<file path="src/rtl/mem_wb_stage.sv">
// -----------------------------------------------------------------------------
// mem_wb_stage
//   Pipeline register between the memory stage and the write-back stage.
//   Non-load instructions are forwarded with one cycle of latency. Loads whose
//   data is already valid are formatted and forwarded in the same way. Loads
//   whose data has not yet arrived park their control fields in internal
//   latches. The stage then raises busy_o until dmem_rvalid_i arrives, and
//   then emits the completed load.
//
// Ports
//   clk             core clock, rising edge
//   rstn            synchronous reset, active HIGH despite the name
//   stall_i         hold all output registers (RUN only)
//   flush_i         insert a bubble (RUN only, beats stall_i)
//   valid_i         mem stage presents a valid instruction
//   inst_i          instruction word
//   instaddr_i      instruction address
//   regs_wen_i      instruction writes rd
//   rd_addr_i       destination register index
//   rd_data_i       ALU/CSR result for non-load instructions
//   is_load_i       instruction is a load
//   load_funct3_i   load type (LB/LH/LW/LBU/LHU)
//   load_off_i      load address bits [1:0]
//   dmem_rdata_i    data memory read word
//   dmem_rvalid_i   dmem_rdata_i valid this cycle
//   busy_o          waiting for load data (combinational from state)
//   valid_o .. rd_data_o   registered write-back stage inputs
// -----------------------------------------------------------------------------
module mem_wb_stage (
    input  logic        clk,
    input  logic        rstn,
    input  logic        stall_i,
    input  logic        flush_i,
    input  logic        valid_i,
    input  logic [31:0] inst_i,
    input  logic [31:0] instaddr_i,
    input  logic        regs_wen_i,
    input  logic [4:0]  rd_addr_i,
    input  logic [31:0] rd_data_i,
    input  logic        is_load_i,
    input  logic [2:0]  load_funct3_i,
    input  logic [1:0]  load_off_i,
    input  logic [31:0] dmem_rdata_i,
    input  logic        dmem_rvalid_i,
    output logic        busy_o,
    output logic        valid_o,
    output logic [31:0] inst_o,
    output logic [31:0] instaddr_o,
    output logic        regs_wen_o,
    output logic [4:0]  rd_addr_o,
    output logic [31:0] rd_data_o
);

    // Canonical NOP (addi x0, x0, 0) shown in bubbles.
    localparam logic [31:0] NOP_INST = 32'h0000_0013;

    typedef enum logic [0:0] {
        ST_RUN  = 1'b0,
        ST_WAIT = 1'b1
    } state_t;

    // Source selection for the output registers in the coming cycle.
    typedef enum logic [2:0] {
        SEL_HOLD   = 3'd0,
        SEL_BUBBLE = 3'd1,
        SEL_ALU    = 3'd2,
        SEL_LOAD   = 3'd3,
        SEL_PEND   = 3'd4
    } sel_t;

    // Format a load word. Bit 32 flags a defined funct3. An undefined funct3
    // yields zero data and suppresses the register write.
    function automatic logic [32:0] load_format(
        input logic [2:0]  f3,
        input logic [1:0]  off,
        input logic [31:0] word
    );
        logic [7:0]  b;
        logic [15:0] h;
        logic [32:0] r;
        case (off)
            2'd0:    b = word[7:0];
            2'd1:    b = word[15:8];
            2'd2:    b = word[23:16];
            default: b = word[31:24];
        endcase
        // Misaligned halfwords ignore off[0].
        h = off[1] ? word[31:16] : word[15:0];
        case (f3)
            3'b000:  r = {1'b1, {24{b[7]}}, b};
            3'b001:  r = {1'b1, {16{h[15]}}, h};
            3'b010:  r = {1'b1, word};
            3'b100:  r = {1'b1, 24'd0, b};
            3'b101:  r = {1'b1, 16'd0, h};
            default: r = 33'd0;
        endcase
        return r;
    endfunction

    state_t      r_state;
    state_t      w_state_nxt;
    sel_t        w_sel;

    logic        r_valid;
    logic [31:0] r_inst;
    logic [31:0] r_instaddr;
    logic        r_wen;
    logic [4:0]  r_rd;
    logic [31:0] r_data;

    logic        w_valid;
    logic [31:0] w_inst;
    logic [31:0] w_instaddr;
    logic        w_wen;
    logic [4:0]  w_rd;
    logic [31:0] w_data;

    // Fields of a load that is waiting for its data.
    logic [31:0] r_pend_inst;
    logic [31:0] r_pend_addr;
    logic        r_pend_wen;
    logic [4:0]  r_pend_rd;
    logic [2:0]  r_pend_f3;
    logic [1:0]  r_pend_off;
    logic        w_pend_latch;

    logic [32:0] w_fmt_run;
    logic [32:0] w_fmt_pend;

    // Next-state and output source selection.
    always_comb begin
        w_state_nxt  = r_state;
        w_sel        = SEL_HOLD;
        w_pend_latch = 1'b0;
        case (r_state)
            ST_RUN: begin
                if (flush_i) begin
                    w_sel = SEL_BUBBLE;
                end else if (stall_i) begin
                    w_sel = SEL_HOLD;
                end else if (!valid_i) begin
                    w_sel = SEL_BUBBLE;
                end else if (!is_load_i) begin
                    w_sel = SEL_ALU;
                end else if (dmem_rvalid_i) begin
                    w_sel = SEL_LOAD;
                end else begin
                    // Load data not yet returned: park the load and stall upstream.
                    w_sel        = SEL_BUBBLE;
                    w_pend_latch = 1'b1;
                    w_state_nxt  = ST_WAIT;
                end
            end
            ST_WAIT: begin
                // The load is committed, so flush/stall/valid play no role here.
                if (dmem_rvalid_i) begin
                    w_sel       = SEL_PEND;
                    w_state_nxt = ST_RUN;
                end else begin
                    w_sel = SEL_BUBBLE;
                end
            end
            default: begin
                w_sel       = SEL_BUBBLE;
                w_state_nxt = ST_RUN;
            end
        endcase
    end

    // Output register next values from the chosen source.
    always_comb begin
        w_fmt_run  = load_format(load_funct3_i, load_off_i, dmem_rdata_i);
        w_fmt_pend = load_format(r_pend_f3, r_pend_off, dmem_rdata_i);
        w_valid    = r_valid;
        w_inst     = r_inst;
        w_instaddr = r_instaddr;
        w_wen      = r_wen;
        w_rd       = r_rd;
        w_data     = r_data;
        case (w_sel)
            SEL_HOLD: begin
                w_valid = r_valid;
            end
            SEL_BUBBLE: begin
                w_valid    = 1'b0;
                w_inst     = NOP_INST;
                w_instaddr = 32'd0;
                w_wen      = 1'b0;
                w_rd       = 5'd0;
                w_data     = 32'd0;
            end
            SEL_ALU: begin
                w_valid    = 1'b1;
                w_inst     = inst_i;
                w_instaddr = instaddr_i;
                w_wen      = regs_wen_i & (rd_addr_i != 5'd0);
                w_rd       = rd_addr_i;
                w_data     = rd_data_i;
            end
            SEL_LOAD: begin
                w_valid    = 1'b1;
                w_inst     = inst_i;
                w_instaddr = instaddr_i;
                w_wen      = regs_wen_i & (rd_addr_i != 5'd0) & w_fmt_run[32];
                w_rd       = rd_addr_i;
                w_data     = w_fmt_run[31:0];
            end
            SEL_PEND: begin
                w_valid    = 1'b1;
                w_inst     = r_pend_inst;
                w_instaddr = r_pend_addr;
                w_wen      = r_pend_wen & (r_pend_rd != 5'd0) & w_fmt_pend[32];
                w_rd       = r_pend_rd;
                w_data     = w_fmt_pend[31:0];
            end
            default: begin
                w_valid    = 1'b0;
                w_inst     = NOP_INST;
                w_instaddr = 32'd0;
                w_wen      = 1'b0;
                w_rd       = 5'd0;
                w_data     = 32'd0;
            end
        endcase
    end

    // State register.
    always_ff @(posedge clk) begin
        if (rstn) begin
            r_state <= ST_RUN;
        end else begin
            r_state <= w_state_nxt;
        end
    end

    // Write-back output registers.
    always_ff @(posedge clk) begin
        if (rstn) begin
            r_valid    <= 1'b0;
            r_inst     <= NOP_INST;
            r_instaddr <= 32'd0;
            r_wen      <= 1'b0;
            r_rd       <= 5'd0;
            r_data     <= 32'd0;
        end else begin
            r_valid    <= w_valid;
            r_inst     <= w_inst;
            r_instaddr <= w_instaddr;
            r_wen      <= w_wen;
            r_rd       <= w_rd;
            r_data     <= w_data;
        end
    end

    // Latches for a load that is waiting on memory.
    always_ff @(posedge clk) begin
        if (rstn) begin
            r_pend_inst <= 32'd0;
            r_pend_addr <= 32'd0;
            r_pend_wen  <= 1'b0;
            r_pend_rd   <= 5'd0;
            r_pend_f3   <= 3'd0;
            r_pend_off  <= 2'd0;
        end else if (w_pend_latch) begin
            r_pend_inst <= inst_i;
            r_pend_addr <= instaddr_i;
            r_pend_wen  <= regs_wen_i;
            r_pend_rd   <= rd_addr_i;
            r_pend_f3   <= load_funct3_i;
            r_pend_off  <= load_off_i;
        end else begin
            r_pend_inst <= r_pend_inst;
            r_pend_addr <= r_pend_addr;
            r_pend_wen  <= r_pend_wen;
            r_pend_rd   <= r_pend_rd;
            r_pend_f3   <= r_pend_f3;
            r_pend_off  <= r_pend_off;
        end
    end

    assign busy_o     = (r_state == ST_WAIT);
    assign valid_o    = r_valid;
    assign inst_o     = r_inst;
    assign instaddr_o = r_instaddr;
    assign regs_wen_o = r_wen;
    assign rd_addr_o  = r_rd;
    assign rd_data_o  = r_data;

endmodule

</file>
<file path="config.mk">
export PLATFORM = sky130hd
export DESIGN_NAME = mem_wb_stage
export DESIGN_NICKNAME = d
export VERILOG_FILES = /design/src/rtl/mem_wb_stage.sv
export SDC_FILE = /design/constraint.sdc
export NUM_CORES = 1
export LEC_CHECK = 0
export BUFFER_PORTS_ARGS = -buffer_cell sky130_fd_sc_hd__buf_2
export CAP_MARGIN = 20
export CELL_PAD_IN_SITES_DETAIL_PLACEMENT = 2
export CELL_PAD_IN_SITES_GLOBAL_PLACEMENT = 2
export CORE_UTILIZATION = 30
export DETAILED_ROUTE_END_ITERATION = 16
export GPL_ROUTABILITY_DRIVEN = 1
export GPL_TIMING_DRIVEN = 0
export PLACE_DENSITY_LB_ADDON = 0.1
export REMOVE_ABC_BUFFERS = 1
export SETUP_SLACK_MARGIN = 0.05
export SYNTH_ARGS = -nofsm -noshare
export SYNTH_HDL_FRONTEND = slang
export SYNTH_SLANG_ARGS = --single-unit
</file>
<file path="constraint.sdc">
create_clock -name clk -period 2.2 [get_ports clk]
set_clock_uncertainty 0.15 [all_clocks]
set_input_delay 0.22 -clock clk [delete_from_list [all_inputs] [get_ports clk]]
set_output_delay 0.22 -clock clk [all_outputs]
set_load 0.01 [all_outputs]
</file>
==> flow_summary.ini <==
[worst_setup_path]
critical_path_peak_fanout = 36
r2r_start = busy_o
critPathLaunchType = flip-flop
crit_required_ns = 2.40
cp-endpoint = inst_o[26]
crit_arrival_ns = 2.30
reg2regPathDepth = 5
reg2reg_slack_ns = 0.10
critPathCaptureType = flip-flop
crit_type = flip-flop to flip-flop
r2r-end = inst_o[26]
cp-startpoint = busy_o

[global_route]
grt_max_degree = 100
grt_overflow = 0
antenna_found_initial = 5
grt_pass1_vias = 9854
grt_pass1_wl_microns = 55000
grtUsageTotal_pct = 24.4

[clocking]
cts_sinks = 179
cts_max_level = 4
cts_max_path_buffers = 2
cts_tree = yes
path_clk_slew_ns = 0.07
clk_latency_ns = 0.44
cts_buffers = 17
clock-root-buffer = clkbuf_16

[sta]
grt_setup_unrepaired = no
slew_viol_final = 0
max-slew-margin-rel_pct = 35.7
fmax_mhz = 477
hold_slack_ns = 0.0139
setup_viol = 0
fin_crit_sh_pct = 95.2
fin_crit_ns = 2.10
tns_ns = 0
hold_viol_final = 0
worst_pin_slew_ns = 0.964

[routing]
ant_nets = 0
drc = 0
avgRoutedWirePerCell_microns = 21.5
firstDrtPassIters = 8
wirelength_microns = 35700
drt-initial-drc-count = 792
via_per_inst = 5.48
vias = 9130

[run_status]
status = finished clean

[die]
core.rowCount = 61
start_util_pct = 30.5
dieWidth_microns = 170
io_pins = 250
die_h_microns = 170
die-area_sq_um = 28800
core_area_sq_um = 27700

[synth]
synth_cell_types = 49
async_flop_share_pct = 0
synth_flop_cell = dfxtp_1
synth_seq_cells = 179
syn_inst = 959
avgSynthCellArea_sq_um = 8.80
ys_seq_area_share_pct = 42.4
synth_edf_count = 0
syn_area_sq_um = 8440
yosys_warnings = 0

[worst_hold_path]
hold_path_class = input pin to flip-flop

[finish]
fin_cells = 1665
nNetsFinal = 1416
area_growth_pct = 42.9
fin_util_pct = 43.5
drive_above_1_share_pct = 29.1

[placement]
port_buffers = 249
dp_hpwl_microns = 22300
dp.cells = 1512
place_congestion = 0.772

[run]
max_cap_viol_count = 0

[pwr]
peakVddDrop_v = 0.000503
power.density_nw_per_um2 = 623
p_total_mw = 7.52
leakagePower_nw = 4.71
through the flow:
step | worst slack, ns | cell area (sq um)
2_1_floorplan | -5.09 | 8010
3_3_place_gp | -11.43 | 9730
3_5_place_dp | -0.933 | 10200
4_1_cts | 0.0924 | 12000
5_1_grt | 0.0513 | 12100
6_report | 0.105 | 12100
how the worst min path moves through the flow:
| stage | startpoint | endpoint | slack (ns) | depth (start not counted) |
|---|---|---|---|---|
| global route | dmem_rdata_i[31] | rd_data_o[31] | 0.02 | 3 |
| CTS | dmem_rdata_i[31] | rd_data_o[31] | 0.002 | 3 |
| global placement | r_pend_inst[4] | r_pend_inst[4] | 0.29 | 2 |
| detailed placement | r_pend_inst[23] | r_pend_inst[23] | 0.30 | 2 |
| floorplan | rstn | busy_o | 0.14 | 1 |
| finish | dmem_rdata_i[31] | rd_data_o[31] | 0.01 | 3 |
cell type report:
cell class	count	area (sq um)
tap	378	473
inverter	9	33.8
antenna	4	10.0
sequential	179	3590
fill	3031	15600
clock inverter	14	174
timing repair buffer	390	2830
multi-input combinational	673	4520
clock buffer	18	439
critical path, cell delays in order (launching register included):
cell and delay [ns]:
dfxtp_2 0.40, or4b_4 0.63, nor2_4 0.23, buf_12 0.26, a222oi_1 0.16, nor2_1 0.18
cells in the mapped netlist, types with 15 or more instances:
cell type | n | area, sq um
a211oi_1 | 17 | 128
o2bb2ai_1 | 30 | 263
and2_1 | 17 | 106
dfxtp_1 | 179 | 3580
nand2_1 | 170 | 638
clkbuf_1 | 64 | 240
o221ai_1 | 15 | 131
o2111ai_1 | 16 | 140
a21oi_1 | 85 | 425
nor2_1 | 72 | 270
or2_2 | 19 | 119
mux2i_1 | 48 | 480
buf_2 | 25 | 125
o21ai_0 | 18 | 90.1
a222oi_1 | 73 | 731
a32oi_1 | 19 | 166
sequential cells by signal, summed over array words and instances (netlist names):
name	cells
busy_o	1
inst_o	32
instaddr_o	32
r_pend_addr	32
r_pend_f3	3
r_pend_inst	32
r_pend_off	2
r_pend_rd	5
r_pend_wen	1
rd_addr_o	5
rd_data_o	32
regs_wen_o	1
valid_o	1
power by group:
group / total, mW / switching [mW] / internal [mW] / leakage, nW
clock network: 3.23 / 1.65 / 1.58 / 0.294
registers: 3.32 / 0.0339 / 3.29 / 1.45
logic: 0.966 / 0.510 / 0.456 / 2.97
total: 7.52 / 2.19 / 5.32 / 4.71
layout by cell type (no fill, tap or decap), drive strengths merged, types with 2 or more instances in the layout:
cell         count
a21oi           85
buf            287
nand2          170
o22ai            8
a22oi            9
nand2b           8
mux2i           48
and2            17
or2             19
nor4b            2
a21o             3
inv             16
o21ai           21
nor2b            2
a211oi          17
a32oi           19
or4              3
or3              2
nor2            75
clkinv           6
dfxtp          179
clkbuf          18
o221ai          15
o2111ai         16
diode            4
o2bb2ai         30
nor3b            6
a222oi          73
mux4             9
o211ai           4
dlygate4sd3    103
cells by family (layout without fill, tap and decap cells):
logic type | count (synthesis) | after routing | share of synthesized area (%)
AND/OR/NAND/NOR | 310 | 311 | 16.7
AO/OA/AOI/OAI | 305 | 305 | 27.2
flip-flops | 179 | 179 | 42.4
buffers and inverters | 108 | 431 | 5.48
multiplexers | 57 | 57 | 8.09
other | 0 | 4 | 0
routing by layer:
| metal | wire (microns) | vias to the layer above | global-route usage (%) | part of all wire, % |
|---|---|---|---|---|
| met5 | 13 | - | 0 | 0.036 |
| met4 | 644 | 2 | 7.13 | 1.8 |
| met3 | 1980 | 46 | 5.25 | 5.5 |
| met2 | 17400 | 262 | 41.8 | 49 |
| met1 | 15700 | 4566 | 30.5 | 44 |
| li1 | - | 4254 | - | - |
timing repair:
item | CTS | global route
pin swaps | 9 | 1
buffers inserted | 12 | 1
resized for setup | 13 | 4
endpoints found under the hold margin | 170 | 0
endpoints found under the setup margin | 175 | 30
hold buffers | 103 | 0
cloned | 1 | 0
(Power assumes the default switching activity.)
